--- src/rtl/adc_sample_ctrl.sv ---
// ADC sequencing controller: divided ADC clock, sample capture on the falling
// ADC clock edge, 1/2/4/8-sample block averaging and a show-ahead result FIFO.
module adc_sample_ctrl #(
    parameter int DATA_W     = 8,
    parameter int DIV_W      = 8,
    parameter int FIFO_DEPTH = 4
) (
    input  logic              clock,
    input  logic              reset_n,
    input  logic              enable,
    input  logic [DIV_W-1:0]  div,
    input  logic [1:0]        avg_log2,
    output logic              adc_clock,
    input  logic [DATA_W-1:0] adc_data,
    output logic              out_valid,
    input  logic              out_ready,
    output logic [DATA_W-1:0] out_data,
    output logic              overflow,
    input  logic              clear_overflow,
    output logic              busy
);

    localparam int ACC_W = DATA_W + 3;
    localparam int AW    = $clog2(FIFO_DEPTH);

    typedef enum logic {IDLE, RUN} state_t;

    state_t state, state_nx;
    logic   start;

    always_ff @(posedge clock or negedge reset_n) begin
        if (!reset_n) state <= IDLE;
        else          state <= state_nx;
    end

    always_comb begin
        state_nx = state;
        start    = 1'b0;
        case (state)
            IDLE: if (enable) begin
                state_nx = RUN;
                start    = 1'b1;
            end
            RUN:  if (!enable) state_nx = IDLE;
            default: state_nx = IDLE;
        endcase
    end

    assign busy = (state == RUN);

    // Divider and averager
    logic [DIV_W-1:0]  div_q, div_cnt;
    logic [1:0]        avg_q;
    logic [2:0]        smp_cnt, smp_last;
    logic [ACC_W-1:0]  acc, acc_sum;
    logic [DATA_W-1:0] result;
    logic              run, div_hit, sample, push;

    assign run      = (state == RUN) && enable;
    assign div_hit  = run && (div_cnt == div_q);
    assign sample   = div_hit && adc_clock;
    assign smp_last = 3'((4'd1 << avg_q) - 4'd1);
    assign acc_sum  = acc + ACC_W'(adc_data);
    assign result   = DATA_W'(acc_sum >> avg_q);
    assign push     = sample && (smp_cnt == smp_last);

    always_ff @(posedge clock or negedge reset_n) begin
        if (!reset_n) begin
            div_q     <= '0;
            avg_q     <= '0;
            div_cnt   <= '0;
            smp_cnt   <= '0;
            acc       <= '0;
            adc_clock <= 1'b0;
        end else if (!run) begin
            // Idle or leaving RUN: any partial block is discarded here.
            div_cnt   <= '0;
            smp_cnt   <= '0;
            acc       <= '0;
            adc_clock <= 1'b0;
            if (start) begin
                div_q <= div;
                avg_q <= avg_log2;
            end
        end else begin
            if (div_hit) begin
                div_cnt   <= '0;
                adc_clock <= ~adc_clock;
            end else begin
                div_cnt   <= div_cnt + DIV_W'(1);
            end
            if (sample) begin
                if (push) begin
                    acc     <= '0;
                    smp_cnt <= '0;
                end else begin
                    acc     <= acc_sum;
                    smp_cnt <= smp_cnt + 3'd1;
                end
            end
        end
    end

    // Result FIFO; pointers carry one extra wrap bit
    logic [DATA_W-1:0] mem [FIFO_DEPTH];
    logic [AW:0]       wr_ptr, rd_ptr;
    logic              empty, full, pop, wr_en;

    assign empty     = (wr_ptr == rd_ptr);
    assign full      = (wr_ptr[AW] != rd_ptr[AW]) && (wr_ptr[AW-1:0] == rd_ptr[AW-1:0]);
    assign out_valid = !empty;
    assign pop       = out_valid && out_ready;
    // A pop in the same cycle frees the head slot, which is the slot written.
    assign wr_en     = push && (!full || pop);
    assign out_data  = out_valid ? mem[rd_ptr[AW-1:0]] : '0;

    always_ff @(posedge clock or negedge reset_n) begin
        if (!reset_n) begin
            wr_ptr <= '0;
            rd_ptr <= '0;
            for (int i = 0; i < FIFO_DEPTH; i++) mem[i] <= '0;
        end else begin
            if (wr_en) begin
                mem[wr_ptr[AW-1:0]] <= result;
                wr_ptr              <= wr_ptr + (AW+1)'(1);
            end
            if (pop) rd_ptr <= rd_ptr + (AW+1)'(1);
        end
    end

    always_ff @(posedge clock or negedge reset_n) begin
        if (!reset_n)                 overflow <= 1'b0;
        else if (push && full && !pop) overflow <= 1'b1;
        else if (clear_overflow)      overflow <= 1'b0;
    end

endmodule

--- config.mk ---
export PLATFORM = sky130hd
export DESIGN_NAME = adc_sample_ctrl
export DESIGN_NICKNAME = d
export VERILOG_FILES = /design/src/rtl/adc_sample_ctrl.sv
export SDC_FILE = /design/constraint.sdc
export NUM_CORES = 1
export LEC_CHECK = 0
export CORE_MARGIN = 8
export CORE_UTILIZATION = 60
export DETAILED_ROUTE_END_ITERATION = 16
export PLACE_DENSITY = 0.87
export SLEW_MARGIN = 0
export SYNTH_ARGS = -nofsm -noshare
export SYNTH_HDL_FRONTEND = slang
export SYNTH_SLANG_ARGS = --single-unit
--- constraint.sdc ---
create_clock -name clock -period 4.7 [get_ports clock]
set_input_delay 0.94 -clock clock [delete_from_list [all_inputs] [get_ports clock]]
set_output_delay 0.94 -clock clock [all_outputs]
set_load 0.1 [all_outputs]
# Yosys cells after proc, flatten, opt, wreduce, memory -nomap -nowiden
# Cells that the tools add are included.
[totals] out_inout_bits=12 inputBits=23 register_bits=73 latchBits=0 mem_count=0 mem_bits_rw=0 mem_bits_ro=0
[classes] shifts=2 n_bitwise=4 magnitude_cmp=3 addsub=6 mul=0 div=0 mux=21 eq_ne=7 n_reduce_logical=16
[op_table] cell="8-bit 2-to-1 mux" count=6
[op_table] cell="11-bit 2-to-1 mux" count=3
[op_table] cell="32-bit bitwise mux" count=1
[op_table] cell="8-bit binary-select mux with 2-bit select" count=1
[op_table] cell="8-bit demux with 2-bit select" count=1
[op_table] cell="11-bit by 8-bit adder with 11-bit output" count=1
[op_table] cell="11-bit by 2-bit right shift with 8-bit output" count=1
[op_table] cell="1-bit logical AND" count=10
[op_table] cell="3-bit by 1-bit adder with 3-bit output (second input constant)" count=3
[op_table] cell="3-bit 2-to-1 mux" count=3
[op_table] cell="8-bit by 1-bit adder with 8-bit output (second input constant)" count=1
[op_table] cell="8-bit equality test" count=1
[op_table] cell="3-bit equality test" count=2
[op_table] cell="3-bit greater-or-equal comparator (second input constant)" count=2
[op_table] cell="1-bit 2-to-1 mux" count=6
[op_table] cell="2-bit inverter with 3-bit output" count=2
[op_table] cell="2-bit by 1-bit inequality test with 1-bit output (second input constant)" count=2
[op_table] cell="1-bit zero test" count=3
[op_table] cell="3-bit by 1-bit less-than comparator with 1-bit output (second input constant)" count=1
[op_table] cell="1-bit by 2-bit << shifter with 3-bit output (first input constant)" count=1
[op_table] cell="3-bit by 1-bit subtractor with 3-bit output (second input constant)" count=1
[op_table] cell="2-bit equality test" count=1
[op_table] cell="1-bit inverter" count=2
[op_table] cell="2-bit AND reduction" count=1
[op_table] cell="3 further kinds" count=3

# Logic depth before layout (Yosys ltp)
[depth] word_depth=7 depth_mapped=9

# Worst setup path after synthesis
# No wires, ideal clock.
[synth_timing] kind="register to output" start="register rd_ptr[1]" end="output out_data[0]" stages_incl_launch_ff=6 path_buffers=2 required_ps=3760 arrival_ps=2743 path_slack_ps=1017 path_cell_list="dfrtp_1 > clkbuf_1 > xnor2_1 > nand3_1 > clkbuf_1 > and2_1"
[synth_via] elab_chain_cells=5 elab_cells_between_ends=6
[synth_lines] element="start, declared" line_no="106" source="logic [AW:0] wr_ptr, rd_ptr;"
[synth_lines] element="start signal, assigned" line_no="127" source="if (pop) rd_ptr <= rd_ptr + (AW+1)'(1);"
[synth_lines] element="2-bit inverter with 3-bit output (implied by the code)" line_no="115" source="assign out_data = out_valid ? mem[rd_ptr[AW-1:0]] : '0;"
[synth_lines] element="8-bit binary-select mux with 2-bit select" line_no="115"
[synth_lines] element="8-bit 2-to-1 mux (implied by the code) (2 in a row)" line_no="115"
[synth_lines] element="8-bit 2-to-1 mux *" line_no="115"
[synth_lines] element="end, declared" line_no="17" source="output logic [DATA_W-1:0] out_data,"
# Mark *: on every way between the ends. The rest lies on a longest branch, timed or not. The select of a mux whose other input is x is not followed.

# Worst setup path in the final report
[layout_timing] start="input adc_data[0]" end="register mem[4] (netlist bit)"
[layout_via] elab_chain_cells=3
[layout_lines] element="start, declared" line_no="14" source="input logic [DATA_W-1:0] adc_data,"
[layout_lines] element="11-bit by 8-bit adder with 11-bit output" line_no="63" source="assign acc_sum = acc + ACC_W'(adc_data);"
[layout_lines] element="11-bit by 2-bit right shift with 8-bit output" line_no="64" source="assign result = DATA_W'(acc_sum >> avg_q);"
[layout_lines] element="32-bit bitwise mux" line_no="124" source="mem[wr_ptr[AW-1:0]] <= result;"
[layout_lines] element="end signal, assigned by index" line_no="124"
[layout_lines] element="end, declared" line_no="105" source="logic [DATA_W-1:0] mem [FIFO_DEPTH];"
# No other way between the ends.
# A chain may end at the register's enable or synchronous reset.

==> metrics.md <==
| Metric | Value |
|---|---|
| Status | `completed` |
| Setup violators final | `0` |
| Hold Path Cell Cnt | `2` |
| CP endpoint kind | `flip-flop` |
| Vias in the first global route | `3057` |
| FMAX | `279 MHz` |
| Register area share after synthesis | `44.2%` |
| RSZ-0062 raised after global routing | `false` |
| Relative slew slack | `34.3%` |
| Root Driver | `clkbuf_8` |
| Leak | `2.18 nW` |
| Post-synth EDFFs | `0` |
| Max IR drop VDD | `0.000243 V` |
| Tmin final | `3.58 ns` |
| Post-CTS sizing | `0` |
| CP Data Arrival Time | `3.86 ns` |
| Clock group share of total power | `33.0%` |
| RePlAce Congestion | `0.873` |
| Routed WL | `8580 um` |
| All-layer global routing usage | `18.4%` |
| Sequential share of power | `44.2%` |
| Yosys top cell area share | `44.2%` |
| Crit path from | `adc_data[0]` |
| Die height | `99.0 um` |
| Cts hold-fix bufs | `0` |
| Psw | `0.483 mW` |
| Synthesized flop and latch total | `73` |
| IO buf count | `34` |
| Ports | `35` |
| Via count | `2883` |
| Fill cells | `472` |
| Vias/cell | `6.11` |
| Int Pwr | `1.12 mW` |
| Clk Latency, worst-skew pair | `0.35 ns` |
| Net Sw Frac | `30.2%` |
| Syn_nets | `389` |
| Grt ovf | `0` |
| H-tree depth | `3` |
| Share of cells above drive strength 1 | `22.7%` |
| Setup bufs post-CTS | `0` |
| Post-Synthesis Cells | `350` |
| Max-cap violations | `0` |
| Pwr per Cell Area | `341 mW/mm2` |
| Die width | `99.0 um` |
| Core area | `0.00672 mm2` |
| Clock Tree Buf Depth | `2` |
| Worst-case reg-to-reg path depth | `6` |
| TritonRoute pass-1 iters | `6` |
| Post-DP HPWL | `6170 um` |
| Startpoint Class | `input port` |
| Initial antenna violation count | `0` |
| # diodes | `0` |
| Ys flop type | `dfrtp_1` |
| Synthesized area | `0.00413 mm2` |
| Min-Delay Path Class | `reg2reg` |
| Cts bufs inserted | `9` |
| Clk pin slew, worst setup/hold paths | `0.07 ns` |
| Async set-reset flop share out of synthesis | `100%` |
| Rows | `30` |
| Layout Skew | `0.0145 ns` |
| Data required time of the worst path | `4.98 ns` |
| Register Area | `0.00183 mm2` |
| Final period utilization | `76.2%` |
| Final Max Tran Viols | `0` |
| Crit Path Class | `in2reg` |
| Area of the multi-input gates | `0.00218 mm2` |
| Final hold violations | `0` |
| Final Net Count | `426` |
| Starting DRT DRC Count | `118` |
| Combinational share of power | `22.8%` |
| Routed Antenna Nets | `0` |
| First-pass GRT wire length | `14500 um` |
| Slew @ Worst Pin | `0.983 ns` |
| Area delta synth->final | `13.7%` |
| CTS Sinks | `73` |
| Placed cell areas | `0.00448 mm2` |
| CTS tree | `yes` |
| Synthesized area per cell | `11.8 um2` |
| Netlist cell types | `58` |
| Hold path start | `acc[5]` |
| Post-DR wirelength/cell | `18.2 um` |
| Largest fanout on the critical path | `6` |
| Yosys top cell by area | `dfrtp_1` |
| Fin area | `0.00469 mm2` |
| Residual DRC | `0` |
| Synth warnings | `0` |
| Top cells by area, synth | `dfrtp_1 (44%), mux2_2 (11%), mux4_2 (6.0%), ha_1 (4.5%), xnor2_1 (3.8%)` |
| Setup TNS Final | `0 ns` |
| Largest net degree at the start of global routing | `39` |
| Worst reg2reg path startpoint | `div_cnt[4]` |
| Initial Util | `61.5%` |
| Die area | `0.00979 mm2` |
-- layer usage --
| metal | up-vias | global-route usage, % | routed length, um |
|---|---|---|---|
| met5 | - | 0 | 0 |
| met2 | 85 | 30.7 | 4300 |
| met3 | 9 | 5.07 | 445 |
| li1 | 1341 | - | - |
| met1 | 1448 | 22.4 | 3750 |
| met4 | 0 | 6.38 | 80 |
-- synth_stat cells, types with 5 or more instances --
cell type	n
ha_1	15
xor2_1	11
mux2_2	39
inv_1	10
o21ai_0	8
dfrtp_1	73
a211oi_1	5
nor2_1	22
a21oi_1	8
xnor2_1	18
mux4_2	11
mux2i_1	5
and2_1	11
nand3_1	12
nand2_1	21
-- path summary, 6_finish.rpt --
check,end,slack (ns)
hold / removal,acc[5],0.49
max in group asynchronous,mem[2],3.00
setup reg to reg,mem[15],1.70
setup / recovery,mem[4],1.12
min in group asynchronous,rd_ptr[2],0.70
hold reg to reg,acc[5],0.49
-- placed cells by master (no fill, tap or decap), types with 3 or more instances in the layout --
cell type	netlist	routed
a211oi_1	5	5
a21o_1	3	3
a21oi_1	8	8
a22o_1	4	4
and2_1	11	11
and3_1	4	4
buf_4	1	11
clkbuf_8	0	9
clkdlybuf4s50_1	0	25
dfrtp_1	73	73
ha_1	15	15
inv_1	10	10
mux2_1	4	4
mux2_2	39	39
mux2i_1	5	5
mux4_2	11	11
nand2_1	21	21
nand2_8	3	3
nand2b_1	4	4
nand3_1	12	12
nor2_1	22	22
nor2b_1	3	3
nor3_1	3	3
nor4_1	4	4
o21ai_0	8	8
xnor2_1	18	18
xor2_1	11	11
-- worst max-delay path, stage by stage --
cell	delay, ns
clkdlybuf4s50_1	0.48
ha_1	0.21
inv_1	0.07
fa_1	0.41
nand2b_1	0.18
a21oi_1	0.36
o41a_1	0.20
nand2_1	0.09
a221oi_1	0.64
mux2_2	0.28
-- sequential cells by signal (all words and copies together), names as in the netlist --
| signal | count |
|---|---|
| avg_q | 2 |
| acc | 11 |
| overflow | 1 |
| div_q | 8 |
| smp_cnt | 3 |
| busy | 1 |
| wr_ptr | 3 |
| rd_ptr | 3 |
| div_cnt | 8 |
| mem | 32 |
| adc_clock | 1 |
-- per-stage QoR --
| step | total power [mW] | instances | utilization (%) | hold WS, ns | worst slack (ns) |
|---|---|---|---|---|---|
| 2_1_floorplan | 0.984 | 350 | - | 0.453 | 1.02 |
| 3_3_place_gp | 1.07 | 456 | 66.7 | 0.468 | 0.925 |
| 5_1_grt | 1.68 | 472 | 69.9 | 0.520 | 0.951 |
| 6_report | 1.60 | 472 | 69.9 | 0.495 | 1.12 |
| 4_1_cts | 1.62 | 472 | 69.9 | 0.499 | 1.10 |
| 3_5_place_dp | 1.09 | 456 | 66.7 | 0.482 | 0.825 |
-- logic make-up after synthesis --
logic type	after synthesis	synth area share (%)
compound gates	51	9.00
xor+xnor	29	6.15
fa+ha+maj	16	5.03
simple gates	100	13.6
mux	59	18.9
flops	73	44.2
buf+inv	22	3.06
-- power by group through the flow --
stage	clock, mW	sequential (mW)	combinational, mW
3_3_place_gp	0	0.719	0.353
6_report	0.528	0.709	0.365
3_5_place_dp	0	0.720	0.366
4_1_cts	0.542	0.708	0.367
5_1_grt	0.566	0.714	0.400
2_1_floorplan	0	0.692	0.292
-- area by class of cell --
| type | instances | share of cell area, % |
|---|---|---|
| Clock buffer | 11 | 2.80 |
| Clock inverter | 5 | 1.71 |
| Inverter | 11 | 0.880 |
| Multi-Input combinational cell | 255 | 46.4 |
| Sequential cell | 73 | 38.9 |
| Tap cell | 80 | 2.13 |
| Timing Repair Buffer | 37 | 7.20 |
No activity file was read; power rests on OpenSTA's default activity.
